--- src/rtl/mult_sweep_scorer.sv ---
// mult_sweep_scorer: walks every {op_a,op_b} pair of a combinational
// multiplier under test, compares its product against the exact product and
// reports mismatch count, first failing index and a pass flag.
// Optional feature macro: MULT_SWEEP_ERRMAP_EN adds a per-vector err_map output.
module mult_sweep_scorer #(
  parameter int WIDTH = 2
) (
  input  logic                   clk,
  input  logic                   rst_n,
  input  logic                   start,
  output logic [WIDTH-1:0]       op_a,
  output logic [WIDTH-1:0]       op_b,
  input  logic [2*WIDTH-1:0]     dut_p,
  output logic                   busy,
  output logic                   done,
  output logic [2*WIDTH:0]       err_count,
  output logic [2*WIDTH-1:0]     first_err_idx,
`ifdef MULT_SWEEP_ERRMAP_EN
  output logic [(1<<(2*WIDTH))-1:0] err_map,
`endif
  output logic                   pass
);

  localparam int PW = 2 * WIDTH;
  localparam int N  = 1 << PW;

  typedef enum logic [1:0] {S_IDLE, S_SWEEP, S_DONE} state_t;

  state_t          r_state, w_next;
  logic [PW-1:0]   r_idx;
  logic [PW:0]     r_err_count;
  logic [PW-1:0]   r_first;
  logic [PW-1:0]   w_exp;
  logic            w_mis;
  logic            w_last;
  logic            w_accept;
`ifdef MULT_SWEEP_ERRMAP_EN
  logic [N-1:0]    r_err_map;
`endif

  // Exact product of the presented vector and the mismatch/acceptance decode.
  always_comb begin
    w_exp    = {{WIDTH{1'b0}}, r_idx[PW-1:WIDTH]} * {{WIDTH{1'b0}}, r_idx[WIDTH-1:0]};
    w_mis    = (r_state == S_SWEEP) && (dut_p != w_exp);
    w_last   = (r_idx == {PW{1'b1}});
    w_accept = start && ((r_state == S_IDLE) || (r_state == S_DONE));
  end

  // State register.
  always_ff @(posedge clk or negedge rst_n) begin
    if (!rst_n) r_state <= S_IDLE;
    else        r_state <= w_next;
  end

  // Next-state logic; start is only honoured outside SWEEP.
  always_comb begin
    w_next = r_state;
    case (r_state)
      S_IDLE:  if (start)  w_next = S_SWEEP;
      S_SWEEP: if (w_last) w_next = S_DONE;
      S_DONE:  if (start)  w_next = S_SWEEP;
      default:             w_next = S_IDLE;
    endcase
  end

  // Outputs. The index wraps back to 0 after the last vector, so the
  // operands sit at 0 in IDLE/DONE without extra muxing.
  always_comb begin
    busy          = (r_state == S_SWEEP);
    done          = (r_state == S_DONE);
    op_a          = r_idx[PW-1:WIDTH];
    op_b          = r_idx[WIDTH-1:0];
    err_count     = r_err_count;
    first_err_idx = r_first;
    pass          = done && (r_err_count == '0);
  end

  // Sweep datapath: index advance, mismatch counting, first-failure capture.
  always_ff @(posedge clk or negedge rst_n) begin
    if (!rst_n) begin
      r_idx       <= '0;
      r_err_count <= '0;
      r_first     <= '0;
    end else if (w_accept) begin
      r_idx       <= '0;
      r_err_count <= '0;
      r_first     <= '0;
    end else if (r_state == S_SWEEP) begin
      r_idx <= r_idx + 1'b1;
      if (w_mis) begin
        if (r_err_count != (PW+1)'(N)) r_err_count <= r_err_count + 1'b1;
        if (r_err_count == '0)         r_first     <= r_idx;
      end
    end
  end

`ifdef MULT_SWEEP_ERRMAP_EN
  // Per-vector failure map, cleared on sweep start and held in DONE.
  always_ff @(posedge clk or negedge rst_n) begin
    if (!rst_n)      r_err_map <= '0;
    else if (w_accept) r_err_map <= '0;
    else if (w_mis)  r_err_map[r_idx] <= 1'b1;
  end

  assign err_map = r_err_map;
`endif

endmodule

--- config.mk ---
export PLATFORM = sky130hd
export DESIGN_NAME = mult_sweep_scorer
export DESIGN_NICKNAME = d
export VERILOG_FILES = /design/src/rtl/mult_sweep_scorer.sv
export SDC_FILE = /design/constraint.sdc
export NUM_CORES = 1
export LEC_CHECK = 0
export CORE_MARGIN = 8
export CORE_UTILIZATION = 43
export DETAILED_ROUTE_END_ITERATION = 8
export GPL_ROUTABILITY_DRIVEN = 0
export HOLD_SLACK_MARGIN = 0.15
export PLACE_DENSITY = 0.8
export SLEW_MARGIN = 10
export SYNTH_ARGS = -nofsm -noshare
export SYNTH_HDL_FRONTEND = slang
export SYNTH_SLANG_ARGS = --single-unit
--- constraint.sdc ---
create_clock -name clk -period 2.3 [get_ports clk]
set_input_delay 0.46 -clock clk [delete_from_list [all_inputs] [get_ports clk]]
set_output_delay 0.46 -clock clk [all_outputs]
set_load 0.005 [all_outputs]
# After elaboration in Yosys (flattened, before gate mapping)
# Cells that the tools add are included.
[classes] n_addsub=2 mul=1 div=0 n_lt_le_gt_ge=0 n_eq_ne=7 n_shift=0 mux=13 n_bitwise=0 n_reduce_logical=14
[ops] cell="$mux W4" count=6
[ops] cell="$mux W5" count=4
[ops] cell="$reduce_bool A2 Y1" count=4
[ops] cell="$reduce_and A3 Y1" count=2
[ops] cell="$add A5 B1 Y5 const B" count=1
[ops] cell="$logic_not A5 Y1" count=1
[ops] cell="$ne A5 B5 Y1 const B" count=1
[ops] cell="$add A4 B1 Y4 const B" count=1
[ops] cell="$eq A4 B4 Y1 const B" count=1
[ops] cell="$mul A2 B2 Y4" count=1
[ops] cell="$mux W2" count=2
[ops] cell="$ne A2 B1 Y1 const B" count=2
[ops] cell="$ne A4 B4 Y1" count=1
[ops] cell="$pmux W2 S2" count=1
[ops] cell="$logic_and A1 B1 Y1" count=3
[ops] cell="$eq A2 B1 Y1 const B" count=1
[ops] cell="$eq A2 B2 Y1 const B" count=1
[ops] cell="$logic_not A2 Y1" count=1
[ops] cell="$reduce_and A2 Y1" count=1
[ops] cell="$reduce_or A2 Y1" count=1
[ops] cell="$logic_or A1 B1 Y1" count=1
[word_totals] ff_bits=15 latch_bits=0 mem_bits_rw=0 rom_bits=0 elab_cells=41 n_memories=0

# Logic depth before layout (Yosys ltp)
[depth] ltp_word=6 ltp_mapped=8

# Least setup slack after synthesis
# OpenSTA, ideal clock, no wires.
[synth_path] kind="reg2reg" start="register r_idx[2]" end="register r_first[0], in the netlist first_err_idx[0]" setup_ns=0.079 arrival_ns=2.078 t_required_ns=2.221 slack_ns=0.143 path_stages_with_launch=8 path_buffers=0 period_less_slack_ns=2.157 cell_sequence="dfrtp_1 and2_2 ha_1 ha_1 xnor2_1 and3_1 a2111oi_4 mux2i_1"
[synth_between] elab_chain_len=5
[synth_lines] item="start, declared" line="30" source="logic [PW-1:0] r_idx;"
[synth_lines] item="start signal, assigned" line="89" source="r_idx <= r_idx + 1'b1;"
[synth_lines] item="$mul A2 B2 Y4" line="43" source="w_exp = {{WIDTH{1'b0}}, r_idx[PW-1:WIDTH]} * {{WIDTH{1'b0}}, r_idx[WIDTH-1:0]};"
[synth_lines] item="$ne A4 B4 Y1" line="44" source="w_mis = (r_state == S_SWEEP) && (dut_p != w_exp);"
[synth_lines] item="$logic_and A1 B1 Y1" line="44"
[synth_lines] item="$reduce_bool A2 Y1 (no source line)"
[synth_lines] item="$reduce_and A3 Y1 (no source line)"
[synth_lines] item="end signal, assigned" line="92" source="if (r_err_count == '0) r_first <= r_idx;"
[synth_lines] item="end, declared" line="32" source="logic [PW-1:0] r_first;"
# Every way passes these cells.
# A chain may end at the register's enable or synchronous reset.

# Worst setup path in the final report
[layout_path] start="register r_idx[1]" end="register r_first[0], in the netlist first_err_idx[0]"
# Same word-level chain as after synthesis.

==> flow_metrics.env <==
export IMPL_status="complete, no violations"
export IMPL_dieHeight_um=62.1
export IMPL_hold_viol_final=0
export IMPL_ys_top_cells_by_area="dfrtp_1 41%, ha_1 6.8%, xnor2_1 4.8%"
export IMPL_vdd_drop_max_uv=688
export IMPL_syn_to_final_growth_pct=39.2
export IMPL_finalClockSkew_ns=0.00481
export IMPL_yosysTopAreaCell="dfrtp_1"
export IMPL_clk_path_buf_depth=2
export IMPL_critPathSlowestCell="a2111oi_4"
export IMPL_wire_per_inst_um=15.1
export IMPL_drt_first_pass_iters=4
export IMPL_cts_made_buffers=3
export IMPL_ys_flop_type="dfrtp_1"
export IMPL_grt_max_degree=16
export IMPL_ys_warn_count=0
export IMPL_timing_final_crit_share=0.959
export IMPL_route_detailed_drc=0
export IMPL_power_density_mw_per_mm2=1270
export IMPL_synth_top_area_frac=0.411
export IMPL_drtAntennaViolNets=0
export IMPL_cts_root_buffer="clkbuf_4"
export IMPL_hold_start="first_err_idx[2]"
export IMPL_synth_edf_count=0
export IMPL_htree_levels=1
export IMPL_core_region_area_sq_mm=0.00198
export IMPL_start_util=0.461
export IMPL_cp_required_ns=2.51
export IMPL_p_sw_frac=0.403
export IMPL_syn_avg_cell_area_sq_um=9.72
export IMPL_maxCapViolCount=0
export IMPL_seq_power_share=0.295
export IMPL_crit_buf_inv=0
export IMPL_insertedDiodeCount=0
export IMPL_overflow=0
export IMPL_cp_top_family="compound AO/OA/AOI/OAI gates"
export IMPL_yosysSeqAreaShare=0.411
export IMPL_ys_async_sr_fraction=1.00
export IMPL_crit_type="register to register"
export IMPL_routed_via_density=5.33
export IMPL_clkTransAtPathRegs_ns=0.09
export IMPL_ys_types=30
export IMPL_drt_wl_total_um=2300
export IMPL_setup_violations=0
export IMPL_cts_tree="done"
export IMPL_combPwrFrac=0.608
export IMPL_antenna_found_initial=0
export IMPL_final_max_slew_viol_count=0
export IMPL_p_switching_uw=653
export IMPL_critPathMaxFanout=4
export IMPL_finalInstanceArea_sq_mm=0.00127
export IMPL_clockPowerShare=0.097
export IMPL_hold_path_class="register to register"
export IMPL_slowest_delay_ns=0.50
export IMPL_crit_arrival_ns=2.42
export IMPL_io_buffers=22
export IMPL_worst_slew_pin_slew_ns=0.694
export IMPL_rr_startpoint="r_idx[1]"
export IMPL_p_int_uw=967
export IMPL_ys_ff_latch=15
export IMPL_syn_area_sq_um=913
export IMPL_synth_commonest_cells="15 x dfrtp_1, 10 x nand2_1, 9 x inv_1"
export IMPL_dp_hpwl_um=1760
export IMPL_setup_worst_path_start_class="register"
export IMPL_io_pins=23
export IMPL_tns_ns=0
export IMPL_postPlaceCellArea_sq_mm=0.00120
export IMPL_total_power_mw=1.62
export IMPL_startpoint="r_idx[1]"
export IMPL_die_x_um=62.1
export IMPL_drtIter0Drc=11
export IMPL_relSlewSlack=0.536
export IMPL_path_cells="and2_2, ha_1, ha_4, xnor2_2, and3_4, a2111oi_4, mux2i_1"
export IMPL_end_kind="register"
export IMPL_vias=810
export IMPL_grt_pass1_vias=839
export IMPL_syn_nets=106
export IMPL_fmax_mhz=453
export IMPL_grt_setup_unrepaired="false"
export IMPL_fin_nets=138
export IMPL_n_fill_cell=160
export IMPL_leakagePower_nw=0.567
export IMPL_fin_ws_ns=0.0942
export IMPL_finalCriticalPeriod_ns=2.21
export IMPL_dieArea_sq_mm=0.00386
export IMPL_clkLatencyLatePin_ns=0.29
export IMPL_synth_most_common_cell="dfrtp_1"
export IMPL_drive_above_1_share=0.176
export IMPL_clock_sinks=15
export IMPL_fp_row_count=16
export IMPL_grt_pass1_wl_um=3880
export IMPL_netlist_instances=94
export IMPL_cts_hold_buf=0
export IMPL_grtUsageTotal=0.138
export IMPL_dp_slack_ns=0.0598
-- placed cells by master, fill, tap and decap left out, types with 2 or more instances in the layout --
cell type / n
ha_1: 4
a41oi_1: 2
nand2_1: 9
nand2b_1: 3
xnor2_1: 4
clkdlybuf4s50_1: 21
o21ai_0: 5
inv_1: 9
nor2_1: 7
dfrtp_1: 14
o31ai_1: 2
clkbuf_4: 3
nand3_1: 5
o211a_1: 2
mux2i_1: 4
buf_4: 7
o211ai_1: 3
nand2_2: 2
-- cells by family after synthesis --
logic type | count (synthesis) | synth area share
simple gates | 33 | 0.177
compound gates | 19 | 0.175
flops | 15 | 0.411
buf+inv | 11 | 0.0466
xor+xnor | 6 | 0.0658
mux | 5 | 0.0562
fa+ha+maj | 5 | 0.0685
-- power groups by stage --
stage               clock network (mW)  registers, mW  logic [mW]
floorplan                            0          0.501       0.485
detailed placement                   0          0.488       0.923
CTS                              0.156          0.484       0.927
finish                           0.157          0.478       0.984
global placement                     0          0.480       0.888
global route                     0.173          0.496        1.09
-- state kept, by name, indices dropped and copies added, names as in the netlist --
name	cells
err_count	5
first_err_idx	4
r_idx	4
r_state	2
-- through the flow --
step | utilization | std cells | hold WS [ns]
2_1_floorplan | - | 94 | 0.164
3_3_place_gp | 0.604 | 146 | 0.514
3_5_place_dp | 0.604 | 146 | 0.515
4_1_cts | 0.617 | 150 | 0.533
5_1_grt | 0.641 | 152 | 0.553
6_report | 0.641 | 152 | 0.527
-- final timing paths --
| kind | cells past startpoint | slack (ns) | endpoint |
|---|---|---|---|
| max | 7 | 0.09 | first_err_idx[0] |
| min | 2 | 0.53 | first_err_idx[2] |
| max reg2reg | 7 | 0.09 | first_err_idx[0] |
| min reg2reg | 2 | 0.53 | first_err_idx[2] |
| max in group asynchronous | 1 | 1.24 | err_count[0] |
| min in group asynchronous | 1 | 0.58 | r_idx[0] |
-- timing repair --
action | 4_1_cts | 5_1_grt
resized for setup | 0 | 8
endpoints found under the setup margin | 0 | 5
setup buffers | 0 | 2
-- routing by layer --
layer  vias to the layer above  global-route usage  part of all wire
li1                        394                   -                 -
met1                       392               0.152              0.40
met2                        17               0.246              0.53
met3                         7              0.0370             0.038
met4                         0              0.0487             0.029
met5                         -                   0                 0
-- tightest hold or removal path, stage by stage, from the launching register on --
cell	delay, ns
dfrtp_1	0.38
nand2_1	0.06
mux2i_1	0.05
-- area by class of cell --
cell class	count	area [sq um]	share of cell area
clock buffer	4	26.3	0.0207
inverter	9	33.8	0.0266
timing repair buffer	29	275	0.217
tap	27	33.8	0.0266
sequential	15	377	0.296
multi-input combinational	68	526	0.413
No activity file was read; power rests on OpenSTA's default activity.
